### src/rtl/fir_ctrl_pkg.sv
// rtl/fir_ctrl_pkg.sv - shared types and constants for the FIR coefficient controller
// Purpose: FSM state encoding plus helpers for the reset coefficient set.
// Contents:
//   state_t      - controller FSM states
//   unity_value  - integer value of 1.0 for a given number of fractional bits
//   center_tap   - index of the center tap for a given tap count
package fir_ctrl_pkg;

  typedef enum logic [1:0] {
    ST_IDLE  = 2'd0,
    ST_LOAD  = 2'd1,
    ST_ARMED = 2'd2,
    ST_SWAP  = 2'd3
  } state_t;

  function automatic int unity_value(input int nbfcoeff);
    return 1 << nbfcoeff;
  endfunction

  function automatic int center_tap(input int ncoeff);
    return (ncoeff - 1) / 2;
  endfunction

endpackage

### src/rtl/fir_strobe_gen.sv
// rtl/fir_strobe_gen.sv - sample-enable strobe generator, one pulse every OS_DIV clocks
// Purpose: divides the clock into the FIR sample strobe while run is high.
// Ports:
//   clk    in   system clock
//   reset  in   asynchronous active-high reset
//   run    in   enables counting; low clears the counter and the strobe
//   enable out  registered strobe, one clk wide (steady high when OS_DIV = 1)
module fir_strobe_gen #(
  parameter int OS_DIV = 2
) (
  input  logic clk,
  input  logic reset,
  input  logic run,
  output logic enable
);

  localparam int CW = (OS_DIV > 1) ? $clog2(OS_DIV) : 1;
  localparam logic [CW-1:0] LAST = CW'(OS_DIV - 1);

  logic [CW-1:0] cnt;

  always_ff @(posedge clk or posedge reset) begin
    if (reset) begin
      cnt    <= '0;
      enable <= 1'b0;
    end else if (run) begin
      cnt    <= (cnt == LAST) ? '0 : cnt + 1'b1;
      enable <= (cnt == LAST);
    end else begin
      cnt    <= '0;
      enable <= 1'b0;
    end
  end

endmodule

### src/rtl/fir_coeff_ctrl.sv
// rtl/fir_coeff_ctrl.sv - FIR sequencer with shadow/active coefficient banks
// Purpose: generates the FIR sample strobe, loads a serial coefficient stream into a
// shadow bank and, on commit, copies it into the active bank on a strobe edge.
// Ports:
//   clk, reset    clock and asynchronous active-high reset
//   i_run         enables strobe generation
//   i_load_start  begin or restart a shadow load
//   i_wr_valid    coefficient word valid; i_wr_data carries it, tap 0 first
//   o_wr_ready    shadow bank accepting words
//   i_commit      request active <- shadow swap
//   o_coeff       active bank, tap i at [NBCOEFF*(i+1)-1 -: NBCOEFF]
//   o_enable      FIR sample strobe
//   o_busy        FSM not idle
//   o_swapped     one-cycle pulse after a swap
//   o_err         one-cycle pulse on a commit outside ARMED
module fir_coeff_ctrl
  import fir_ctrl_pkg::*;
#(
  parameter int NCOEFF   = 9,
  parameter int NBCOEFF  = 7,
  parameter int NBFCOEFF = 5,
  parameter int OS_DIV   = 2
) (
  input  logic                      clk,
  input  logic                      reset,
  input  logic                      i_run,
  input  logic                      i_load_start,
  input  logic                      i_wr_valid,
  input  logic [NBCOEFF-1:0]        i_wr_data,
  output logic                      o_wr_ready,
  input  logic                      i_commit,
  output logic [NCOEFF*NBCOEFF-1:0] o_coeff,
  output logic                      o_enable,
  output logic                      o_busy,
  output logic                      o_swapped,
  output logic                      o_err
);

  localparam int WIDX_W = (NCOEFF > 1) ? $clog2(NCOEFF) : 1;
  localparam int CTR    = center_tap(NCOEFF);
  localparam logic [NBCOEFF-1:0] UNITY    = NBCOEFF'(unity_value(NBFCOEFF));
  localparam logic [WIDX_W-1:0]  LAST_IDX = WIDX_W'(NCOEFF - 1);

  state_t              state, state_next;
  logic [WIDX_W-1:0]   widx, widx_next;
  logic                wr_en;
  logic                swap_en;
  logic                err_next;
  logic [NBCOEFF-1:0]  shadow [NCOEFF];
  logic [NBCOEFF-1:0]  active [NCOEFF];

  fir_strobe_gen #(
    .OS_DIV (OS_DIV)
  ) u_strobe (
    .clk    (clk),
    .reset  (reset),
    .run    (i_run),
    .enable (o_enable)
  );

  always_comb begin
    state_next = state;
    widx_next  = widx;
    wr_en      = 1'b0;
    swap_en    = 1'b0;
    err_next   = 1'b0;
    o_wr_ready = 1'b0;
    o_busy     = (state != ST_IDLE);
    case (state)
      ST_IDLE: begin
        if (i_load_start) begin
          state_next = ST_LOAD;
          widx_next  = '0;
        end else if (i_commit) begin
          err_next = 1'b1;
        end
      end
      ST_LOAD: begin
        o_wr_ready = 1'b1;
        err_next   = i_commit;
        // A restart discards any word presented in the same cycle.
        if (i_load_start) begin
          widx_next = '0;
        end else if (i_wr_valid) begin
          wr_en = 1'b1;
          if (widx == LAST_IDX) begin
            state_next = ST_ARMED;
            widx_next  = '0;
          end else begin
            widx_next = widx + 1'b1;
          end
        end
      end
      ST_ARMED: begin
        if (i_load_start) begin
          state_next = ST_LOAD;
          widx_next  = '0;
        end else if (i_commit) begin
          state_next = ST_SWAP;
        end
      end
      ST_SWAP: begin
        // Swap on a strobe edge: the FIR still captures the old set at this
        // edge and sees the complete new set at the next strobe.
        if (o_enable) begin
          swap_en    = 1'b1;
          state_next = ST_IDLE;
        end
      end
      default: state_next = ST_IDLE;
    endcase
  end

  always_ff @(posedge clk or posedge reset) begin
    if (reset) begin
      state     <= ST_IDLE;
      widx      <= '0;
      o_swapped <= 1'b0;
      o_err     <= 1'b0;
      for (int i = 0; i < NCOEFF; i++) begin
        shadow[i] <= '0;
        active[i] <= (i == CTR) ? UNITY : '0;
      end
    end else begin
      state     <= state_next;
      widx      <= widx_next;
      o_swapped <= swap_en;
      o_err     <= err_next;
      if (wr_en) begin
        shadow[widx] <= i_wr_data;
      end
      if (swap_en) begin
        for (int i = 0; i < NCOEFF; i++) begin
          active[i] <= shadow[i];
        end
      end
    end
  end

  for (genvar g = 0; g < NCOEFF; g++) begin : g_pack
    assign o_coeff[NBCOEFF*(g+1)-1 -: NBCOEFF] = active[g];
  end

endmodule

### config.mk
export PLATFORM = sky130hd
export DESIGN_NAME = fir_coeff_ctrl
export DESIGN_NICKNAME = d
export VERILOG_FILES = /design/src/rtl/fir_ctrl_pkg.sv /design/src/rtl/fir_strobe_gen.sv /design/src/rtl/fir_coeff_ctrl.sv
export SDC_FILE = /design/constraint.sdc
export NUM_CORES = 1
export LEC_CHECK = 0
export ABC_AREA = 1
export BUFFER_PORTS_ARGS = -buffer_cell sky130_fd_sc_hd__buf_2
export CAP_MARGIN = 5
export CORE_MARGIN = 5
export CORE_UTILIZATION = 30
export CTS_CLUSTER_DIAMETER = 30
export DETAILED_ROUTE_END_ITERATION = 10
export SLEW_MARGIN = 10
export SYNTH_ARGS = -nofsm -noshare
export SYNTH_HDL_FRONTEND = slang
export SYNTH_HIERARCHICAL = 1
export SYNTH_SLANG_ARGS = --single-unit
export TNS_END_PERCENT = 20
### constraint.sdc
create_clock -name clk -period 8.55 [get_ports clk]
set_clock_uncertainty 0.05 [all_clocks]
set_input_delay 1.2825 -clock clk [delete_from_list [all_inputs] [get_ports clk]]
set_output_delay 1.2825 -clock clk [all_outputs]
set_load 0.05 [all_outputs]
==> impl_results.md <==
* Fillers at ~1,900
* Clock root cell: clkbuf_16
* CTS H-tree lvls at 4
* Syn Area/Cell at 9.408 sq um
* Global-route wire length before repair at 20.78 mm
* Leading area contributor after synthesis: dfrtp_1
* Reg2reg setup slack at between 6 and 7 ns
* PD cells at ~330 nW/um^2
* CTS max path bufs at 2
* Vias at between 3,000 and 4,000
* CTS tree: yes
* Mapped Area at between 5000 and 6000 sq um
* Syn Nets at just under 600
* Post-CTS Hold Fix Bufs at 0
* Vias in the first global route at around 4,000
* Worst rel slew slack at 0.2552
* Share of cells above drive strength 1 at 0.1988
* Slew Viols, Final at 0
* PortBufs at 80
* Reg clk slew, reported paths at 0.06 ns
* DRT Wirelength at about 13 mm
* Num ports at 81
* Finish-stage setup viols at 0
* 1st-iter DRT viols at 278
* Most used DFF post-synth: dfrtp_1
* Worst Path Max Fanout at 9
* Final period utilization at 0.3308
* Area grow syn2layout at 20.48%
* Startpoint types: flip-flop
* CTS buffer count at 17
* CTS-repair resized insts at 0
* Largest net degree at the start of global routing at 76
* Synth Instances at 576
* Top cells by area, synth: dfrtp_1 62%, nand2_1 21%, o21ai_0 3.8%, inv_1 1.6%, buf_6 1.2%
* Run status: finished, final reports clean
* Leakage at 0.003642 uW
* Final min period at about 2.8 ns
* Yosys reg bits at 136
* Initial antenna violation count at 1
* Sequential cell area fraction in the yosys report at 0.6283
* Post-synth EDFFs at 0
* Cell variety after synth at 28
* Starting Density at 0.3027
* Die W at 144.4 um
* Die H at around 140 um
* Post-DP HPWL at just over 8 mm
* Most frequent cell after synthesis: nand2_1
* Total track usage at 0.1292
* Die ar. at around 21,000 sq um
* Clk Latency, worst-skew pair at a little over 0.4 ns
* CTS sink cnt at between 100 and 150
* CP Data Arrival Time at roughly 1.5 ns
* Critical path endpoint category: output port
* Post-CTS Setup Inserts at 0
* Core area at ~18,000 sq um
* Row count at around 50
* Worst EP required at roughly 7.2 ns
* Unrepaired setup endpoints after global routing: false
* Fin. Hold Viols at 0
* Worst hold path type: reg -> reg
* Power Total at around 2200 uW
* Synth Warn # at 6
* Multi-input gate area at around 1800 sq um
* RePlAce Congestion at ~0.79
* Synth cell count leaders: 296 x nand2_1, 135 x dfrtp_1, 41 x o21ai_0
* Antenna Nets Post-Route at 0
* Synth async-reset ratio at 1.000
* # nets final at 673
* Vias per cell at ~4.4
* DRC violations left at 0
* Gr ovfl total at 0
* Average wire per cell in the routed design at roughly 14 um
* Register area at ~3400 sq um
* Tightest Pin Transition at 1.116 ns
* Peak VDD IR at approximately 0.19 mV
* Max Cap Viol at 0
* Fmax at 353.6 MHz
* Critical path class: reg -> out
* Number of iterations in the first detailed-routing pass at 4
* # diodes at 0
* Total negative slack at 0 ns
* Top cell type's share of synthesized area at 0.6234
[flip-flops by register name (all words and copies together) (netlist names)]
| name | count |
|---|---|
| state | 2 |
| o_swapped | 1 |
| shadow | 63 |
| u_strobe/cnt | 1 |
| u_strobe/enable | 1 |
| o_err | 1 |
| o_coeff | 63 |
| widx | 4 |
[path summary, 6_finish.rpt]
path,cells after the start,from,endpoint
worst max-delay path,3,state[0],o_wr_ready
worst min-delay path,1,u_strobe/cnt,u_strobe/cnt
worst max register to register,6,state[0],o_coeff[55]
worst min register to register,1,u_strobe/cnt,u_strobe/cnt
max in group asynchronous,3,reset,shadow[37]
min in group asynchronous,2,reset,u_strobe/enable
[area by class of cell]
class | count | share of cell area
inverter | 29 | 0.01782
timing repair buffer | 82 | 0.06363
tap | 229 | 0.04389
multi-input combinational | 390 | 0.2687
clock buffer | 28 | 0.07762
clock inverter | 4 | 0.006899
sequential | 136 | 0.5215
[through the flow]
stage | std cells | hold slack, ns | setup slack, ns | util | instance area, sq um
after floorplan | 576 | 0.3624 | 3.636 | - | 5419
after global placement | 866 | 0.3757 | 5.669 | 0.3339 | 5977
after detailed placement | 866 | 0.3897 | 5.648 | 0.3339 | 5977
after CTS | 898 | 0.3990 | 5.702 | 0.3647 | 6529
after global routing | 898 | 0.4229 | 5.662 | 0.3647 | 6529
final | 898 | 0.3975 | 5.722 | 0.3647 | 6529
[cells in the final DEF, fill, tap and decap left out, types with 2 or more instances in the layout]
| cell type | n |
|---|---|
| nand4_1 | 2 |
| o21ai_1 | 10 |
| inv_2 | 5 |
| dfrtp_1 | 135 |
| ha_1 | 4 |
| inv_1 | 22 |
| nor3_4 | 2 |
| nand4_2 | 3 |
| nand2_1 | 296 |
| buf_4 | 2 |
| nand3_1 | 9 |
| o21ai_0 | 41 |
| clkbuf_8 | 4 |
| clkinv_2 | 3 |
| nand2_4 | 2 |
| o21ai_2 | 2 |
| clkbuf_16 | 17 |
| nor2_2 | 2 |
| nor2_1 | 7 |
| clkbuf_1 | 7 |
| buf_2 | 80 |
| nor2_4 | 2 |
| nand4_4 | 3 |
[where the power goes]
| part | total (uW) | switching, uW | leakage, uW | internal (uW) |
|---|---|---|---|---|
| combinational | 611 | 475 | 0.00152 | 136 |
| sequential | 872 | 85.1 | 0.00185 | 787 |
| clock | 685 | 255 | 0.000272 | 430 |
| total | 2170 | 815 | 0.00364 | 1350 |
[metal layers]
layer / vias to the layer above / GRT usage / part of all wire
met1: 1850 / 0.1696 / 0.47
li1: 1960 / - / -
met5: - / 0 / 0.0010
met4: 2 / 0.04909 / 0.018
met3: 20 / 0.04134 / 0.061
met2: 83 / 0.2002 / 0.45
[cell families (layout without fill, tap and decap cells)]
kind of cell / after synthesis / count (layout) / synth area share
and+or+nand+nor: 330 / 330 / 0.2593
DFF: 136 / 136 / 0.6283
AOI/OAI and AO/OA: 56 / 56 / 0.05380
buffers and inverters: 50 / 143 / 0.04941
adders and majority gates: 4 / 4 / 0.009236
[critical path, cell delays in order, from the launching register on]
cell	delay, ns
dfrtp_1	0.53
nand2_4	0.09
inv_4	0.16
buf_2	0.30
No activity file was read; power rests on OpenSTA's default activity.
